### src/rtl/fft_feeder_pkg.sv
// fft_feeder_pkg: shared types and helpers for the FFT frame feeder.
//   state_e    - feeder FSM states (idle, issuing reads, draining output)
//   PTS_W      - width of the frame-length field (clog2(16)+1)
//   beat_t     - one output beat {re, im, sop, eop}
//   pts_legal  - true for power-of-two frame lengths in [2, max_pts]
package fft_feeder_pkg;

    localparam int unsigned PTS_W       = 5;
    localparam int unsigned BEAT_DATA_W = 32;

    typedef enum logic [1:0] {
        StIdle,
        StRun,
        StDrain
    } state_e;

    typedef struct packed {
        logic [BEAT_DATA_W-1:0] re;
        logic [BEAT_DATA_W-1:0] im;
        logic                   sop;
        logic                   eop;
    } beat_t;

    function automatic logic pts_legal(input logic [PTS_W-1:0] pts,
                                       input int unsigned      max_pts);
        logic [PTS_W-1:0] pm1;
        pm1 = pts - PTS_W'(1);
        return (pts >= PTS_W'(2)) && ((pts & pm1) == '0) && (32'(pts) <= max_pts);
    endfunction

endpackage

### src/rtl/fft_feeder_skid_fifo.sv
// fft_feeder_skid_fifo: 2-entry FIFO used as the feeder output buffer.
// Ports:
//   clk, rst - clock, asynchronous active-high reset
//   push     - write wdata this cycle (allowed when full only together with pop)
//   wdata    - entry to write
//   pop      - drop the head entry this cycle (must not be asserted when empty)
//   rdata    - head entry; stable until popped
//   count    - occupancy, 0..2
module fft_feeder_skid_fifo #(
    parameter int unsigned Width = 66
) (
    input  logic             clk,
    input  logic             rst,
    input  logic             push,
    input  logic [Width-1:0] wdata,
    input  logic             pop,
    output logic [Width-1:0] rdata,
    output logic [1:0]       count
);

    logic [Width-1:0] mem_q [2];
    logic             wr_ptr_q;
    logic             rd_ptr_q;
    logic [1:0]       count_q;
    logic             do_push;
    logic             do_pop;

    assign do_pop  = pop && (count_q != 2'd0);
    assign do_push = push && ((count_q != 2'd2) || do_pop);

    always_ff @(posedge clk or posedge rst) begin
        if (rst) begin
            mem_q[0] <= '0;
            mem_q[1] <= '0;
            wr_ptr_q <= 1'b0;
            rd_ptr_q <= 1'b0;
            count_q  <= 2'd0;
        end else begin
            if (do_push) begin
                mem_q[wr_ptr_q] <= wdata;
                wr_ptr_q        <= ~wr_ptr_q;
            end
            if (do_pop) begin
                rd_ptr_q <= ~rd_ptr_q;
            end
            unique case ({do_push, do_pop})
                2'b10:   count_q <= count_q + 2'd1;
                2'b01:   count_q <= count_q - 2'd1;
                default: count_q <= count_q;
            endcase
        end
    end

    assign rdata = mem_q[rd_ptr_q];
    assign count = count_q;

endmodule

### src/rtl/fft_frame_feeder.sv
// fft_frame_feeder: streams one frame of complex samples from a sample RAM into the sink
// port of a streaming FFT core, reading along a grid line at base + k*stride.
// Optional feature macro: FFT_FEEDER_INV_EN adds start_inverse, which swaps real/imag.
// Ports:
//   clk, rst                     - clock, asynchronous active-high reset
//   start, start_pts             - frame request (legal N: power of two, 2..MAX_PTS)
//   start_base, start_stride     - address of sample 0 and increment between samples
//   start_inverse (optional)     - latched per frame; swaps real/imag on the output
//   busy, done, cfg_err          - status: frame active, frame finished, illegal N
//   rd_en, rd_addr               - RAM read request
//   rd_real, rd_imag             - RAM data, valid the cycle after rd_en
//   src_valid/ready/sop/eop      - FFT sink handshake and framing
//   src_real, src_imag           - sample data
//   src_error, src_fftpts        - constant 0, frame length of the current frame
module fft_frame_feeder
    import fft_feeder_pkg::*;
#(
    parameter int unsigned ADDR_W  = 10,
    parameter int unsigned DATA_W  = 32,
    parameter int unsigned MAX_PTS = 16
) (
    input  logic              clk,
    input  logic              rst,
    input  logic              start,
    input  logic [PTS_W-1:0]  start_pts,
    input  logic [ADDR_W-1:0] start_base,
    input  logic [ADDR_W-1:0] start_stride,
`ifdef FFT_FEEDER_INV_EN
    input  logic              start_inverse,
`endif
    output logic              busy,
    output logic              done,
    output logic              cfg_err,
    output logic              rd_en,
    output logic [ADDR_W-1:0] rd_addr,
    input  logic [DATA_W-1:0] rd_real,
    input  logic [DATA_W-1:0] rd_imag,
    output logic              src_valid,
    input  logic              src_ready,
    output logic              src_sop,
    output logic              src_eop,
    output logic [DATA_W-1:0] src_real,
    output logic [DATA_W-1:0] src_imag,
    output logic [1:0]        src_error,
    output logic [PTS_W-1:0]  src_fftpts
);

    if (DATA_W != BEAT_DATA_W) begin : g_data_w_check
        $error("DATA_W must equal fft_feeder_pkg::BEAT_DATA_W");
    end
    if ($clog2(MAX_PTS) + 1 != PTS_W) begin : g_pts_w_check
        $error("MAX_PTS does not match fft_feeder_pkg::PTS_W");
    end

    state_e            state_q;
    logic [PTS_W-1:0]  pts_q;
    logic [PTS_W-1:0]  idx_q;
    logic [ADDR_W-1:0] addr_q;
    logic [ADDR_W-1:0] stride_q;
    logic              rd_vld_q;   // RAM data for an issued read arrives this cycle
    logic              rd_sop_q;
    logic              rd_eop_q;
    logic              done_q;
    logic              cfg_err_q;
`ifdef FFT_FEEDER_INV_EN
    logic              inv_q;
`endif

    beat_t      ram_beat;
    beat_t      head_beat;
    beat_t      out_beat;
    logic [1:0] fifo_count;
    logic       fifo_empty;
    logic       fifo_push;
    logic       fifo_pop;
    logic       xfer;
    logic       last_issue;

    // Reads in flight count against the FIFO so returning data always has a slot.
    assign rd_en      = (state_q == StRun) &&
                        (({1'b0, fifo_count} + {2'b00, rd_vld_q}) < 3'd2);
    assign last_issue = rd_en && (idx_q == pts_q - PTS_W'(1));

    always_comb begin
        ram_beat     = '0;
`ifdef FFT_FEEDER_INV_EN
        ram_beat.re  = inv_q ? rd_imag : rd_real;
        ram_beat.im  = inv_q ? rd_real : rd_imag;
`else
        ram_beat.re  = rd_real;
        ram_beat.im  = rd_imag;
`endif
        ram_beat.sop = rd_sop_q;
        ram_beat.eop = rd_eop_q;
    end

    // An empty FIFO lets arriving RAM data through in the same cycle; if that beat is
    // not taken it is written into the FIFO and presented unchanged from there.
    assign fifo_empty = (fifo_count == 2'd0);
    assign src_valid  = !fifo_empty || rd_vld_q;
    assign out_beat   = fifo_empty ? ram_beat : head_beat;
    assign xfer       = src_valid && src_ready;
    assign fifo_pop   = xfer && !fifo_empty;
    assign fifo_push  = rd_vld_q && !(fifo_empty && xfer);

    fft_feeder_skid_fifo #(
        .Width ($bits(beat_t))
    ) u_fifo (
        .clk   (clk),
        .rst   (rst),
        .push  (fifo_push),
        .wdata (ram_beat),
        .pop   (fifo_pop),
        .rdata (head_beat),
        .count (fifo_count)
    );

    always_ff @(posedge clk or posedge rst) begin
        if (rst) begin
            state_q   <= StIdle;
            pts_q     <= '0;
            idx_q     <= '0;
            addr_q    <= '0;
            stride_q  <= '0;
            rd_vld_q  <= 1'b0;
            rd_sop_q  <= 1'b0;
            rd_eop_q  <= 1'b0;
            done_q    <= 1'b0;
            cfg_err_q <= 1'b0;
`ifdef FFT_FEEDER_INV_EN
            inv_q     <= 1'b0;
`endif
        end else begin
            done_q    <= 1'b0;
            cfg_err_q <= 1'b0;
            rd_vld_q  <= rd_en;
            if (rd_en) begin
                rd_sop_q <= (idx_q == '0);
                rd_eop_q <= (idx_q == pts_q - PTS_W'(1));
                addr_q   <= addr_q + stride_q;
                idx_q    <= idx_q + PTS_W'(1);
            end
            unique case (state_q)
                StIdle: begin
                    if (start) begin
                        if (pts_legal(start_pts, MAX_PTS)) begin
                            pts_q    <= start_pts;
                            addr_q   <= start_base;
                            stride_q <= start_stride;
                            idx_q    <= '0;
`ifdef FFT_FEEDER_INV_EN
                            inv_q    <= start_inverse;
`endif
                            state_q  <= StRun;
                        end else begin
                            cfg_err_q <= 1'b1;
                        end
                    end
                end
                StRun: begin
                    if (last_issue) begin
                        state_q <= StDrain;
                    end
                end
                StDrain: begin
                    if (xfer && out_beat.eop) begin
                        done_q  <= 1'b1;
                        state_q <= StIdle;
                    end
                end
                default: state_q <= StIdle;
            endcase
        end
    end

    assign busy       = (state_q != StIdle);
    assign done       = done_q;
    assign cfg_err    = cfg_err_q;
    assign rd_addr    = addr_q;
    // Gated so idle outputs read as zero rather than stale RAM bus contents.
    assign src_sop    = src_valid && out_beat.sop;
    assign src_eop    = src_valid && out_beat.eop;
    assign src_real   = src_valid ? out_beat.re : '0;
    assign src_imag   = src_valid ? out_beat.im : '0;
    assign src_error  = 2'b00;
    assign src_fftpts = pts_q;

endmodule

### config.mk
export PLATFORM = sky130hd
export DESIGN_NAME = fft_frame_feeder
export DESIGN_NICKNAME = d
export VERILOG_FILES = /design/src/rtl/fft_feeder_pkg.sv /design/src/rtl/fft_feeder_skid_fifo.sv /design/src/rtl/fft_frame_feeder.sv
export SDC_FILE = /design/constraint.sdc
export NUM_CORES = 1
export LEC_CHECK = 0
export CAP_MARGIN = 25
export CORE_MARGIN = 2
export CORE_UTILIZATION = 56
export DETAILED_ROUTE_END_ITERATION = 10
export HOLD_SLACK_MARGIN = 0.15
export PLACE_DENSITY = 0.95
export RECOVER_POWER = 100
export SKIP_CTS_REPAIR_TIMING = 1
export SKIP_LAST_GASP = 1
export SLEW_MARGIN = 20
export SYNTH_ARGS = -nofsm -noshare
export SYNTH_HDL_FRONTEND = slang
export SYNTH_HIERARCHICAL = 1
export SYNTH_SLANG_ARGS = --single-unit
### constraint.sdc
create_clock -name clk -period 16.2 [get_ports clk]
set_input_delay 4.86 -clock clk [delete_from_list [all_inputs] [get_ports clk]]
set_output_delay 4.86 -clock clk [all_outputs]
set_load 0.01 [all_outputs]
# Word-level counts from Yosys, hierarchy flattened
# Index checks and enable logic that the tools add are counted.
# Widths: inputs -> output; s select.
[classes]
eq_ne = 10
div = 0
shift = 0
multipliers = 0
mux = 28
order_cmp = 6
n_addsub = 7
bitwise_logic = 5
n_reduce_logical = 27
[op_table]
columns = ["operator", "count"]
rows = [
  ["$mux 66", 5],
  ["$bwmux 132", 1],
  ["$demux 66 s1", 1],
  ["$mux 32", 2],
  ["$mux 10", 4],
  ["$mux 5", 4],
  ["$logic_and 1x1->1", 14],
  ["$add 10x10->10", 1],
  ["$logic_not 5->1", 2],
  ["$ne 2x2->1 const B", 5],
  ["$sub 5x1->5 const B", 2],
  ["$mux 2", 4],
  ["$pmux 2 s3", 1],
  ["$reduce_bool 2->1", 3],
  ["$add 5x1->5 const B", 1],
  ["$and 5x5->5", 1],
  ["$eq 5x5->1", 1],
  ["$ge 5x2->1 const B", 1],
  ["$le 5x5->1 const B", 1],
  ["$mux 1", 5],
  ["$eq 2x1->1 const B", 2],
  ["$eq 2x2->1 const B", 2],
  ["$ge 2x2->1 const B", 2],
  ["$logic_not 2->1", 2],
  ["other kinds (12)", 16],
]
[word_totals]
rom_bits = 0
memories = 0
in_bits = 93
latch_bits = 0
register_bits = 173
mem_bits_rw = 0

# Logic depth before layout (Yosys ltp)
[logic_depth]
word_depth = 10
mapped_depth = 10

# By module
# Netlist, hierarchy kept.
[by_module_without_submodules]
columns = ["module", "cells_each", "area_each_um2", "seq_area_each_um2", "n_inst"]
rows = [
  ["fft_feeder_skid_fifo", 369, 5903.2, 3403.3, 1],
  ["fft_frame_feeder", 428, 3014.1, 925.9, 1],
]

# Least setup slack after synthesis
# OpenSTA, ideal clock, no wires.
[synth_timing]
kind = "in2out"
from = "input port rd_imag[0]"
to = "output port src_imag[0]"
n_path_buf = 0
stages = 2
arrival_time_ns = 5.035
slack_ns = 6.305
path_cell_list = "nand3_1 nand2_1"
[synth_via]
elab_chain_cells = 2
[synth_lines]
columns = ["item", "line_no", "rtl"]
rows = [
  ["from (decl)", "fft_frame_feeder.sv:37", "input logic [DATA_W-1:0] rd_imag,"],
  ["$mux 66", "fft_frame_feeder.sv:101", "assign out_beat = fifo_empty ? ram_beat : head_beat;"],
  ["$mux 32", "fft_frame_feeder.sv:184", "assign src_imag = src_valid ? out_beat.im : '0;"],
  ["to (decl)", "fft_frame_feeder.sv:43", "output logic [DATA_W-1:0] src_imag,"],
]
# No other way between the ends.

# Worst setup path in the final report
[layout_timing]
from = "input port rd_imag[27]"
to = "output port src_imag[27]"
# Same word-level chain as after synthesis.

==> run metrics <==
maximum vdd ir drop 0.126 mV; initial DRC count around 390; failing checks capacitance limit, slew limit; Distinct cells, synth between 40 and 50; Die H between 100 and 150 microns; PnR worst setup slack approximately 5.0 ns; share of cells above drive strength 1 0.246; CTS tree done; crit path kind input port to output pin; mapped cell area 0.00892 sq mm; Clk pin slew, worst setup/hold paths 0.06 ns; Vias/cell 5.56; Critical Path Start rd_imag[27]; reg-to-reg startpoint rd_vld_q; Tot Pwr 0.00246 W; Hold Crit Class flop to flop; CP endpoint kind output pin; Fin Clk Skew 0.00714 ns; Mapped Cells ~800; drt wl/cell 18.0 microns; post-route minimum period 11.19 ns; Ant. Diodes 0; first-pass GRT wire length 34100 microns; crit path DAT about 6.3 ns; pin slew with the least headroom to its limit 4.38 ns; yosys warns 6; nets about 1100; Antenna Violating Nets Remaining 0; drt pass-1 iters 5; largest net degree at the start of global routing 85; dominant cells by area after synthesis dfrtp_1 49%, mux2_2 25%, nand2_1 6.5%, nand3_1 3.9%, ha_1 1.8%; root buffer cell clkbuf_16; Cell Rows 46; core box area 0.0157 sq mm; DP Worst Slack 5.20 ns; max frequency about 89 MHz; gr usage total 0.259; fin util 0.720; asr flop ratio synth 1.00; Setup TNS 0 ns; Die W 130 microns; Seq cells post-synth 173; Final Wtd Congestion 0.824; Max-Cap Viols 6; Slew Viols, Final 372; area leader, netlist dfrtp_1; share of the synthesized area in the top cell type 0.485; fin cells around 1200; CP Launch Type input port; hold_sp stride_q[4]; Die ar. 0.0169 sq mm; register area share after synthesis 0.485; slew margin rel. -1.92; total gr overflow 0; total CTS buffers 17; DP Cell Count 1147; PD cells 217 mW/mm^2; RSZ-0062 raised after global routing false; ys flop type dfrtp_1; Starting Density 0.568; Worst Path Required 11.34 ns; synthesis-to-finish area growth 26.9%; LEAKAGE 5.07 nW; final setup violation count 0; Clock Path Buffers 2; number of synthesized flops with an enable pin 0; CTS Sinks 173; H-tree level count 4; final hold violation count 0; Final HPWL DP approximately 14000 microns; Port Buffers 178; Ports roughly 180; synthesized area per cell between 10 and 15 sq um; status finished with violations; crit path max fanout 3; Final Cycle Share 0.691; via count about 6600; number of global-route vias before repair about 6800; clk_lat worst skew 0.42 ns; DRC viols 0; initial antenna violation count 1; wire length after detailed routing 21200 microns
metal layers:
layer,vias up,global-route usage,share of wire,routed length (microns)
met1,3269,0.325,0.42,8850
li1,3054,-,-,-
met2,201,0.443,0.51,10800
met4,0,0.0949,0.022,463
met3,35,0.0545,0.051,1070
met5,-,0,0,0
final timing paths:
| path | end | slack (ns) | cells past startpoint |
|---|---|---|---|
| setup / recovery | src_imag[27] | 5.01 | 4 |
| hold / removal | stride_q[4] | 0.49 | 1 |
| setup reg to reg | u_fifo/mem_q[129] | 9.15 | 5 |
| hold reg to reg | stride_q[4] | 0.49 | 1 |
| max in group asynchronous | u_fifo/mem_q[55] | 5.66 | 3 |
| min in group asynchronous | u_fifo/mem_q[71] | 5.58 | 2 |
per-stage QoR:
stage	hold slack, ns	cell area, sq um
2_1_floorplan	0.452	8920
5_1_grt	0.514	11300
3_5_place_dp	0.484	10800
3_3_place_gp	0.475	10800
4_1_cts	0.498	11400
6_report	0.494	11300
layout by cell type, fill, tap and decap left out, types with 4 or more instances in the layout:
cell / netlist / final
mux2_2: 198 / 193
dfrtp_1: 173 / 171
nand2_1: 155 / 155
clkdlybuf4s50_1: 0 / 90
dlygate4sd3_1: 0 / 88
nand3_1: 69 / 69
mux2_1: 14 / 20
clkbuf_16: 0 / 17
a21oi_1: 16 / 16
o21ai_0: 14 / 15
nor2_1: 15 / 14
xor2_1: 14 / 14
ha_1: 13 / 13
xnor2_1: 10 / 10
inv_1: 8 / 8
a21o_1: 5 / 5
clkinvlp_4: 0 / 5
clkbuf_1: 21 / 5
nand4_1: 4 / 4
cells in the mapped netlist, types with 2 or more instances:
cell and count:
mux2_2 198, inv_1 8, xnor2_1 10, buf_6 11, o21ai_0 14, nor3_1 3, clkbuf_1 21, nand2_1 155
dfrtp_1 173, nor3b_2 2, o21bai_1 2, nor2_1 15, mux2i_1 2, nand3_1 69, a21o_1 5, buf_4 3
ha_1 13, nand4_1 4, xor2_1 14, a21oi_1 16, buf_1 7, nand2b_1 2, mux2_1 14, or3_1 2
buf_2 11
kinds of logic after synthesis:
logic type,synth area share
adder cells (fa/ha/maj),0.0205
buffers and inverters,0.0382
flip-flops,0.485
AND/OR/NAND/NOR,0.128
other,0.000421
AO/OA/AOI/OAI,0.0319
XOR/XNOR,0.0236
multiplexers,0.272
power breakdown:
| group | total [W] | switching (W) | internal [W] | leakage (nW) |
|---|---|---|---|---|
| logic | 0.00125 | 0.000590 | 0.000664 | 2.69 |
| clock network | 0.000423 | 0.000178 | 0.000245 | 0.286 |
| registers | 0.000779 | 0.000132 | 0.000647 | 2.09 |
| total | 0.00246 | 0.000901 | 0.00156 | 5.07 |
worst max-delay path: stages:
cell             delay (ns)
clkdlybuf4s50_1        0.50
nand3_1                0.10
nand2_1                0.24
dlygate4sd3_1          0.64
sequential cells by signal (all words and copies together) (netlist names):
signal           cells
stride_q            10
rd_addr             10
rd_sop_q             1
idx_q                5
done                 1
u_fifo/rd_ptr_q      1
cfg_err              1
u_fifo/mem_q       132
u_fifo/wr_ptr_q      1
state_q              2
rd_vld_q             1
rd_eop_q             1
src_fftpts           5
u_fifo/count         2
area by class of cell:
cell class / count / area [sq um]
Multi-Input combinational cell: 563 / 4240
Clock buffer: 17 / 425
Tap cell: 216 / 270
Timing Repair Buffer: 186 / 1820
Inverter: 9 / 35.0
Clock inverter: 15 / 186
Fill cell: 1116 / 4400
Sequential cell: 173 / 4330
Power figures use the tool's default switching activity.
